<file path="src/rtl/sample_serializer_if.sv">
// Bundle of the sample write strobe, the 3-wire serial link and the status flags
// of the sample serializer. The serializer takes the slave side.
interface sample_serializer_if #(
    parameter int N = 20
);
    logic signed [N-1:0] in_sample;
    logic                in_valid;
    logic                sclk;
    logic                fs;
    logic                sdata;
    logic                busy;
    logic                empty;
    logic                overflow;

    modport master (
        output in_sample, in_valid,
        input  sclk, fs, sdata, busy, empty, overflow
    );

    modport slave (
        input  in_sample, in_valid,
        output sclk, fs, sdata, busy, empty, overflow
    );
endinterface

</file>
<file path="src/rtl/sample_serializer.sv">
// Parallel-to-serial transmitter: buffers signed samples in a small FIFO and shifts
// each one out MSB-first on sclk/fs/sdata, followed by a one-bit-period gap.
module sample_serializer #(
    parameter int N       = 20,
    parameter int CLK_DIV = 4,
    parameter int DEPTH   = 4
) (
    input  logic                ck,
    input  logic                rst,
    sample_serializer_if.slave  bus
);
    localparam int DIV_W = $clog2(2 * CLK_DIV);
    localparam int BIT_W = $clog2(N);
    localparam int PTR_W = $clog2(DEPTH);
    localparam int CNT_W = $clog2(DEPTH + 1);

    localparam logic [DIV_W-1:0] DIV_LAST = DIV_W'(2 * CLK_DIV - 1);
    localparam logic [DIV_W-1:0] DIV_RISE = DIV_W'(CLK_DIV - 1);
    localparam logic [BIT_W-1:0] BIT_LAST = BIT_W'(N - 1);
    localparam logic [CNT_W-1:0] CNT_FULL = CNT_W'(DEPTH);

    typedef enum logic [1:0] {
        IDLE,
        SHIFT,
        GAP
    } state_t;

    state_t             state;
    logic [DIV_W-1:0]   div;
    logic [BIT_W-1:0]   bit_cnt;
    logic [N-1:0]       shreg;

    logic [N-1:0]       mem [DEPTH];
    logic [PTR_W-1:0]   wr_ptr;
    logic [PTR_W-1:0]   rd_ptr;
    logic [CNT_W-1:0]   count;

    logic               sclk_q;
    logic               fs_q;
    logic               sdata_q;
    logic               busy_q;
    logic               overflow_q;

    logic               fifo_empty;
    logic               period_end;
    logic               pop;
    logic               push;
    logic [N-1:0]       head;

    assign fifo_empty = (count == '0);
    assign period_end = (div == DIV_LAST);
    assign head       = mem[rd_ptr];

    // A full FIFO still accepts a write when the FSM frees a slot on the same edge.
    assign pop  = !fifo_empty && ((state == IDLE) || ((state == GAP) && period_end));
    assign push = bus.in_valid && ((count != CNT_FULL) || pop);

    always_ff @(posedge ck) begin
        if (push) begin
            mem[wr_ptr] <= bus.in_sample;
        end
    end

    always_ff @(posedge ck or posedge rst) begin
        if (rst) begin
            wr_ptr     <= '0;
            rd_ptr     <= '0;
            count      <= '0;
            overflow_q <= 1'b0;
        end else begin
            if (push) begin
                wr_ptr <= wr_ptr + PTR_W'(1);
            end
            if (pop) begin
                rd_ptr <= rd_ptr + PTR_W'(1);
            end
            if (push && !pop) begin
                count <= count + CNT_W'(1);
            end else if (pop && !push) begin
                count <= count - CNT_W'(1);
            end
            if (bus.in_valid && !push) begin
                overflow_q <= 1'b1;
            end
        end
    end

    // Outputs are registered alongside the state so the MSB and fs appear on the
    // cycle right after the pop, with sclk low for the first half of every bit.
    always_ff @(posedge ck or posedge rst) begin
        if (rst) begin
            state   <= IDLE;
            div     <= '0;
            bit_cnt <= '0;
            shreg   <= '0;
            sclk_q  <= 1'b0;
            fs_q    <= 1'b0;
            sdata_q <= 1'b0;
            busy_q  <= 1'b0;
        end else begin
            case (state)
                IDLE: begin
                    sclk_q  <= 1'b0;
                    fs_q    <= 1'b0;
                    sdata_q <= 1'b0;
                    busy_q  <= 1'b0;
                    div     <= '0;
                    bit_cnt <= '0;
                    if (pop) begin
                        state   <= SHIFT;
                        shreg   <= head;
                        sdata_q <= head[N-1];
                        fs_q    <= 1'b1;
                        busy_q  <= 1'b1;
                    end
                end

                SHIFT: begin
                    if (period_end) begin
                        div    <= '0;
                        sclk_q <= 1'b0;
                        fs_q   <= 1'b0;
                        shreg  <= {shreg[N-2:0], 1'b0};
                        if (bit_cnt == BIT_LAST) begin
                            bit_cnt <= '0;
                            sdata_q <= 1'b0;
                            state   <= GAP;
                        end else begin
                            bit_cnt <= bit_cnt + BIT_W'(1);
                            sdata_q <= shreg[N-2];
                        end
                    end else begin
                        div    <= div + DIV_W'(1);
                        sclk_q <= (div >= DIV_RISE);
                    end
                end

                GAP: begin
                    if (period_end) begin
                        div     <= '0;
                        sclk_q  <= 1'b0;
                        bit_cnt <= '0;
                        if (pop) begin
                            state   <= SHIFT;
                            shreg   <= head;
                            sdata_q <= head[N-1];
                            fs_q    <= 1'b1;
                            busy_q  <= 1'b1;
                        end else begin
                            state   <= IDLE;
                            sdata_q <= 1'b0;
                            fs_q    <= 1'b0;
                            busy_q  <= 1'b0;
                        end
                    end else begin
                        div    <= div + DIV_W'(1);
                        sclk_q <= (div >= DIV_RISE);
                    end
                end

                default: begin
                    state   <= IDLE;
                    div     <= '0;
                    bit_cnt <= '0;
                    sclk_q  <= 1'b0;
                    fs_q    <= 1'b0;
                    sdata_q <= 1'b0;
                    busy_q  <= 1'b0;
                end
            endcase
        end
    end

    assign bus.sclk     = sclk_q;
    assign bus.fs       = fs_q;
    assign bus.sdata    = sdata_q;
    assign bus.busy     = busy_q;
    assign bus.empty    = fifo_empty;
    assign bus.overflow = overflow_q;
endmodule

</file>
<file path="src/flat_wrapper.sv">
// flat-port wrapper written by rule: the top's interface ports become plain ports
module sample_serializer_flat 
#(
    parameter int N       = 20,
    parameter int CLK_DIV = 4,
    parameter int DEPTH   = 4
)
  (ck, rst, bus_in_sample, bus_in_valid, bus_sclk, bus_fs, bus_sdata, bus_busy, bus_empty, bus_overflow);
  sample_serializer_if #(.N(N)) bus_i ();
  input  logic ck;
  input  logic rst;
  input wire logic [$bits(bus_i.in_sample)-1:0] bus_in_sample;
  input wire logic [$bits(bus_i.in_valid)-1:0] bus_in_valid;
  output wire logic [$bits(bus_i.sclk)-1:0] bus_sclk;
  output wire logic [$bits(bus_i.fs)-1:0] bus_fs;
  output wire logic [$bits(bus_i.sdata)-1:0] bus_sdata;
  output wire logic [$bits(bus_i.busy)-1:0] bus_busy;
  output wire logic [$bits(bus_i.empty)-1:0] bus_empty;
  output wire logic [$bits(bus_i.overflow)-1:0] bus_overflow;
  assign bus_i.in_sample = bus_in_sample;
  assign bus_i.in_valid = bus_in_valid;
  assign bus_sclk = bus_i.sclk;
  assign bus_fs = bus_i.fs;
  assign bus_sdata = bus_i.sdata;
  assign bus_busy = bus_i.busy;
  assign bus_empty = bus_i.empty;
  assign bus_overflow = bus_i.overflow;
  sample_serializer #(.N(N), .CLK_DIV(CLK_DIV), .DEPTH(DEPTH)) u_core (.ck(ck), .rst(rst), .bus(bus_i));
endmodule
</file>
<file path="config.mk">
export PLATFORM = sky130hd
export DESIGN_NAME = sample_serializer_flat
export DESIGN_NICKNAME = d
export VERILOG_FILES = /design/src/rtl/sample_serializer_if.sv /design/src/rtl/sample_serializer.sv /design/src/flat_wrapper.sv
export SDC_FILE = /design/constraint.sdc
export NUM_CORES = 1
export LEC_CHECK = 0
export ABC_AREA = 1
export CORE_MARGIN = 4
export CORE_UTILIZATION = 59
export CTS_CLUSTER_SIZE = 24
export DETAILED_ROUTE_END_ITERATION = 8
export PLACE_DENSITY = 0.79
export SLEW_MARGIN = 25
export SYNTH_ARGS = -nofsm -noshare
export SYNTH_HDL_FRONTEND = slang
export SYNTH_SLANG_ARGS = --single-unit
export TNS_END_PERCENT = 1
</file>
<file path="constraint.sdc">
create_clock -name ck -period 3.2 [get_ports ck]
set_input_delay 0.32 -clock ck [delete_from_list [all_inputs] [get_ports ck]]
set_output_delay 0.32 -clock ck [all_outputs]
set_load 0.03 [all_outputs]
</file>
## After elaboration in Yosys (flattened, before gate mapping)

Memory sizes are Yosys's and may differ from the RTL's.
Index checks and enable logic that the tools add are counted.

| storage, ports and cells | value |
|---|---|
| flip-flop bits (word level) | 42 |
| memory bits (writable) | 80 |
| input bits | 23 |
| output and inout bits | 6 |
| word-level logic and storage cells | 82 |
| memories kept | 1 |

| operators by class | value |
|---|---|
| $add $sub $neg | 6 |
| $lt $le $gt $ge | 1 |
| equality and inequality tests | 9 |
| muxes and demuxes | 32 |
| bitwise logic cells | 1 |
| reductions and logical operators | 20 |

Memories:

| name | words | width | rd ports | clocked after memory_dff | write ports | RTL line | RTL |
|---|---|---|---|---|---|---|---|
| u_core.mem | 4 | 20 | 1 | 0 | 1 | sample_serializer.sv:33 | `logic [N-1:0] mem [DEPTH];` |

Operator list:

| operator | count |
|---|---|
| 2-to-1 mux 20 bit | 3 |
| one-hot mux 20 bit (3 select lines) | 1 |
| 2-to-1 mux 5 bit | 3 |
| 2-to-1 mux 1 bit | 12 |
| 2-to-1 mux 3 bit | 4 |
| one-hot mux 5 bit (2 select lines) | 1 |
| one-hot mux 1 bit (3 select lines) | 3 |
| 2-to-1 mux 2 bit | 4 |
| inequality test 2 x 1 -> 1 bit (second input constant) | 4 |
| adder 3 x 1 -> 3 bit (second input constant) | 2 |
| logical AND 1 bit | 6 |
| one-hot mux 2 bit (3 select lines) | 1 |
| adder 5 x 1 -> 5 bit (second input constant) | 1 |
| equality test 5 bit (second input constant) | 1 |
| adder 2 x 1 -> 2 bit (second input constant) | 2 |
| AND reduction 2 bit | 2 |
| AND reduction 4 bit | 1 |
| equality test 3 bit (second input constant) | 1 |
| greater-or-equal comparator 3 x 2 -> 1 bit (second input constant) | 1 |
| zero test 1 bit | 3 |
| zero test 3 bit | 1 |
| inequality test 3 bit (second input constant) | 1 |
| AND reduction 3 bit | 1 |
| nonzero test 3 bit | 1 |
| other kinds (8) | 9 |

## Logic depth before layout (Yosys ltp)

| logic depth | value |
|---|---|
| depth in word-level cells | 10 |
| gate-level depth with buffers | 12 |
| gate-level depth less buffers | 12 |

## Worst setup path before layout

OpenSTA, ideal clock, no wires.

| timing | value |
|---|---|
| path kind | reg-to-reg |
| from | reg u_core.state[0] |
| to | mem u_core.mem[0][0], enable pin |
| setup time | 397 ps |
| arrival | 2054 ps |
| data required time | 2803 ps |
| slack | 750 ps |
| cell stages (with the launch flop) | 7 |
| path buffers | 0 |
| period minus slack after synthesis | 2450 ps |
| cell sequence | dfrtp_1 -> inv_1 -> ha_1 -> nand2_1 -> nand2_2 -> o21ai_1 -> nor2_1 |

| on the way | value |
|---|---|
| longest elaborated chain between the ends | 8 |

Ends and longest elaborated chain:

| item | RTL line | RTL |
|---|---|---|
| start, declared | sample_serializer.sv:28 | `state_t state;` |
| start signal, assigned | sample_serializer.sv:92 | `state <= IDLE;` |
| start signal, assigned | sample_serializer.sv:110 | `state <= SHIFT;` |
| start signal, assigned | sample_serializer.sv:127 | `state <= GAP;` |
| equality test 2 bit | sample_serializer.sv:55 | `assign pop = !fifo_empty && ((state == IDLE) \|\| ((state == GAP) && period_end));` |
| logical AND 1 bit | sample_serializer.sv:55 |  |
| logical OR 1 bit * | sample_serializer.sv:55 |  |
| logical AND 1 bit * | sample_serializer.sv:55 |  |
| logical OR 1 bit * | sample_serializer.sv:56 | `assign push = bus.in_valid && ((count != CNT_FULL) \|\| pop);` |
| logical AND 1 bit * | sample_serializer.sv:56 |  |
| 2-to-1 mux 1 bit * | sample_serializer.sv:59 | `if (push) begin` |
| 2-to-1 mux 1 bit (not written as such) * | sample_serializer.sv:60 | `mem[wr_ptr] <= bus.in_sample;` |
| end, declared | sample_serializer.sv:33 |  |

Mark *: on every way between the ends. The rest lies on a longest branch, timed or not.

## Final worst setup path

| timing | value |
|---|---|
| from | reg u_core.state[0] |
| to | reg u_core.count[2] |

| on the way | value |
|---|---|
| longest elaborated chain between the ends | 9 |

Ends and longest elaborated chain:

| item | RTL line | RTL |
|---|---|---|
| equality test 2 bit | sample_serializer.sv:55 |  |
| logical AND 1 bit | sample_serializer.sv:55 |  |
| logical OR 1 bit * | sample_serializer.sv:55 |  |
| logical AND 1 bit * | sample_serializer.sv:55 |  |
| logical OR 1 bit * | sample_serializer.sv:56 |  |
| logical AND 1 bit * | sample_serializer.sv:56 |  |
| net u_core.push | sample_serializer.sv:47 | `logic push;` |
| zero test 1 bit | sample_serializer.sv:79 | `end else if (pop && !push) begin` |
| logical AND 1 bit | sample_serializer.sv:79 |  |
| nonzero test 2 bit (no line) | - |  |
| end signal, assigned | sample_serializer.sv:78 | `count <= count + CNT_W'(1);` |
| end signal, assigned | sample_serializer.sv:80 | `count <= count - CNT_W'(1);` |
| end, declared | sample_serializer.sv:36 | `logic [CNT_W-1:0] count;` |

The timed path passes the listed nets; every way through them passes the cells marked *.
A chain may end at the register's enable or synchronous reset.

==> key figures <==
GRT
  • Vias in the first global route: 3611
  • Initial antenna violation count: 0
  • GR Overflow Total: 0
  • GRT Total Usage: 22.2%
  • First-pass GRT wire length: 17.2 mm
  • Largest net degree at the start of global routing: 42

Logic synthesis
  • Count of different cell masters after synthesis: 27
  • Synthesized area per cell: 10.4 sq um
  • Post-synth EDFFs: 80
  • Yosys top cell by area: edfxtp_1
  • Sequential cell area fraction in the yosys report: 65.9%
  • Synth Flop Type: edfxtp_1
  • Top cell type's share of synthesized area: 46.2%
  • Post-synth ARST share: 33.9%
  • Post-synth net total: 535
  • Post-Synthesis Cell Area: just over 5000 sq um
  • Top cells by area, synth: edfxtp_1, dfrtp_1, nand2_1
  • Cell count after synthesis: 498
  • Synth cell count leaders: nand2_1, edfxtp_1, nand3_1
  • Count leader, synth: nand2_1
  • #FFs+latches synth: 121
  • Synth warn: 0

Status
  • Status: finished, final reports clean

CTS
  • Root Driver: clkbuf_8
  • Postcts setup bufs: 0
  • Post-cts repair resize count: 0
  • Hold Buf Count CTS: 0
  • Clock Latency Late Sink: 0.51 ns
  • CTS Buffer Depth: 2
  • Clk slew on worst S/H paths: 0.06 ns
  • Num Clock Sinks: 121
  • CTS Buf Count: 17
  • H-tree depth reported by CTS: 4
  • CTS tree: yes

Finish
  • Layout cells sized above 1: 8.38%
  • Area delta synth->final: 17.5%
  • Ant. Diodes: 0
  • Final net count: approximately 570

STA
  • Fin Setup TNS: 0 ns
  • RSZ-0062 raised after global routing: no
  • Period utilization: around four fifths
  • Least-Margin Pin Slew: approximately 0.66 ns
  • Tmin final: approximately 2.6 ns
  • Max_slew headroom: 55.5%
  • Fmax: 385 MHz
  • Setup Skew: between 0.01 and 0.015 ns
  • Max Slew Vio Count: 0
  • Fin. Hold Viols: 0
  • Endpoints failing setup: 0
  • Setup WS post-layout: roughly 0.6 ns

Worst setup path
  • Slowest cell on crit path: dfrtp_1
  • RR Startpoint: u_core.state[0]$_DFFE_PP0P_
  • CP Launch Type: flop
  • Reg2reg end: u_core.count[2]$_DFFE_PP0P_
  • CP cell instances: inv_1 > ha_1 > nand2_1 > nand2_2 > o21ai_1 > inv_1 > ha_1 > inv_1 > fa_1 > a21oi_1 > o21ai_0 > xor2_1
  • Worst Setup Path Type: reg2reg
  • CP Max Fanout: 7
  • Worst Reg-to-Reg Cells: 12
  • Cell repeated most along the worst path: inv_1
  • Family with the most delay on the worst path: adder cells
  • Required @ worst endpoint: approximately 3.6 ns
  • R2r setup slk: 0.60 ns
  • CP Buf/Inv Count: 3
  • Worst Path Arrival: between 3 and 4 ns
  • Slowest stage delay, CP: 0.49 ns
  • Setup crit end kind: flop

Power
  • Pwr Density: 675 nW/um^2
  • VDD IR max: 0.000534 V
  • Leak pwr: 0.00264 uW

Drt
  • Vias post-DR: 3498
  • Post-Route WL: 10.0 mm
  • Routed WL per cell: 15.3 um
  • Post-route ant nets: 0
  • Starting DRT DRC Count: 307
  • Via density: 5.35
  • DR pass1 iterations: 4
  • # DRC: 0

Floorplan
  • Ports: 29
  • Die Y: 102 um
  • FP Rows: 33
  • Die width: around 100 um
  • Initial Utilization: 62.0%
  • Core region area: 8380 sq um
  • Die ar.: slightly above 10000 sq um

Hold path
  • HP Class: in2async

Placement
  • DP HPWL: 5.86 mm
  • Post-place setup slack: a little over 0.6 ns
  • Routability Congestion: 0.766
  • PortBufs: 28

Job
  • Max cap viols: 0
==> sequential cells by signal, summed over array words and instances, names as in the netlist, 2 cells and up <==
name,count
u_core.state,2
u_core.div,3
u_core.bit_cnt,5
u_core.shreg,19
u_core.mem,80
u_core.rd_ptr,2
u_core.wr_ptr,2
u_core.count,3
==> per-stage QoR <==
stage          area (sq um)  total power, uW  util, %  hold WS, ns  std cells
2_1_floorplan          5200             2310        -        0.419        498
3_3_place_gp           5580             2470     66.6        0.441        622
3_5_place_dp           5580             2500     66.6        0.450        622
4_1_cts                6110             4160     72.9        0.260        654
5_1_grt                6110             4330     72.9        0.281        654
6_report               6110             4130     72.9        0.232        654
==> per-layer routing <==
layer	GRT usage, %	vias up	share of wire, %
met5	0	-	0
met4	7.87	0	1.1
met2	36.3	109	51
met3	6.42	11	6.9
li1	-	1719	-
met1	28.7	1659	41
==> worst max-delay path by stage <==
stage	from	endpoint	slack, ns	depth (start not counted)
5_1_grt	u_core.state[0]$_DFFE_PP0P_	u_core.count[2]$_DFFE_PP0P_	0.30	12
6_report	u_core.state[0]$_DFFE_PP0P_	u_core.count[2]$_DFFE_PP0P_	0.60	12
3_3_place_gp	u_core.state[0]$_DFFE_PP0P_	u_core.count[1]$_DFFE_PP0P_	0.73	11
2_1_floorplan	u_core.state[0]$_DFFE_PP0P_	u_core.mem[0][0]$_DFFE_PP_	0.75	6
4_1_cts	u_core.state[0]$_DFFE_PP0P_	u_core.count[2]$_DFFE_PP0P_	0.59	12
3_5_place_dp	u_core.state[0]$_DFFE_PP0P_	u_core.count[1]$_DFFE_PP0P_	0.61	11
==> power by group <==
| part | internal (uW) | switching (uW) | leakage (uW) | total (uW) |
|---|---|---|---|---|
| registers | 1930 | 70.4 | 0.00123 | 2000 |
| logic | 154 | 306 | 0.00115 | 460 |
| clock network | 974 | 687 | 0.000253 | 1660 |
| total | 3060 | 1060 | 0.00264 | 4130 |
==> worst reg2reg max path, cell delays in order, from the launching register on <==
cell	delay, ns
dfrtp_1	0.49
inv_1	0.16
ha_1	0.28
nand2_1	0.09
nand2_2	0.08
o21ai_1	0.38
inv_1	0.13
ha_1	0.21
inv_1	0.09
fa_1	0.19
a21oi_1	0.07
o21ai_0	0.13
xor2_1	0.22
==> cell usage in the layout (no fill, tap or decap), drive strengths merged, types with 3 or more instances in the layout <==
| cell type | count |
|---|---|
| nand2 | 203 |
| edfxtp | 80 |
| nand3 | 67 |
| dfrtp | 41 |
| inv | 33 |
| clkdlybuf4s50 | 28 |
| clkbuf | 19 |
| nor2 | 14 |
| ha | 13 |
| a21oi | 11 |
| buf | 9 |
| clkinv | 8 |
| o21ai | 7 |
| xor2 | 5 |
| clkinvlp | 3 |
==> cell type report <==
cell class                 instances  area [sq um]
tap                              105           131
timing repair buffer              37           348
clock inverter                    13          93.8
clock buffer                      19           432
fill                             564          2270
sequential                       121          3430
multi-input combinational        328          1560
inverter                          31           116
==> logic make-up (layout without fill, tap and decap cells) <==
family | count (synthesis) | in the layout | synth area share (%)
xor+xnor | 6 | 6 | 1.01
fa+ha+maj | 14 | 14 | 3.51
flops | 121 | 121 | 65.9
buf+inv | 49 | 100 | 4.09
compound gates | 21 | 21 | 2.79
simple gates | 287 | 287 | 22.7
Power figures use the tool's default switching activity.
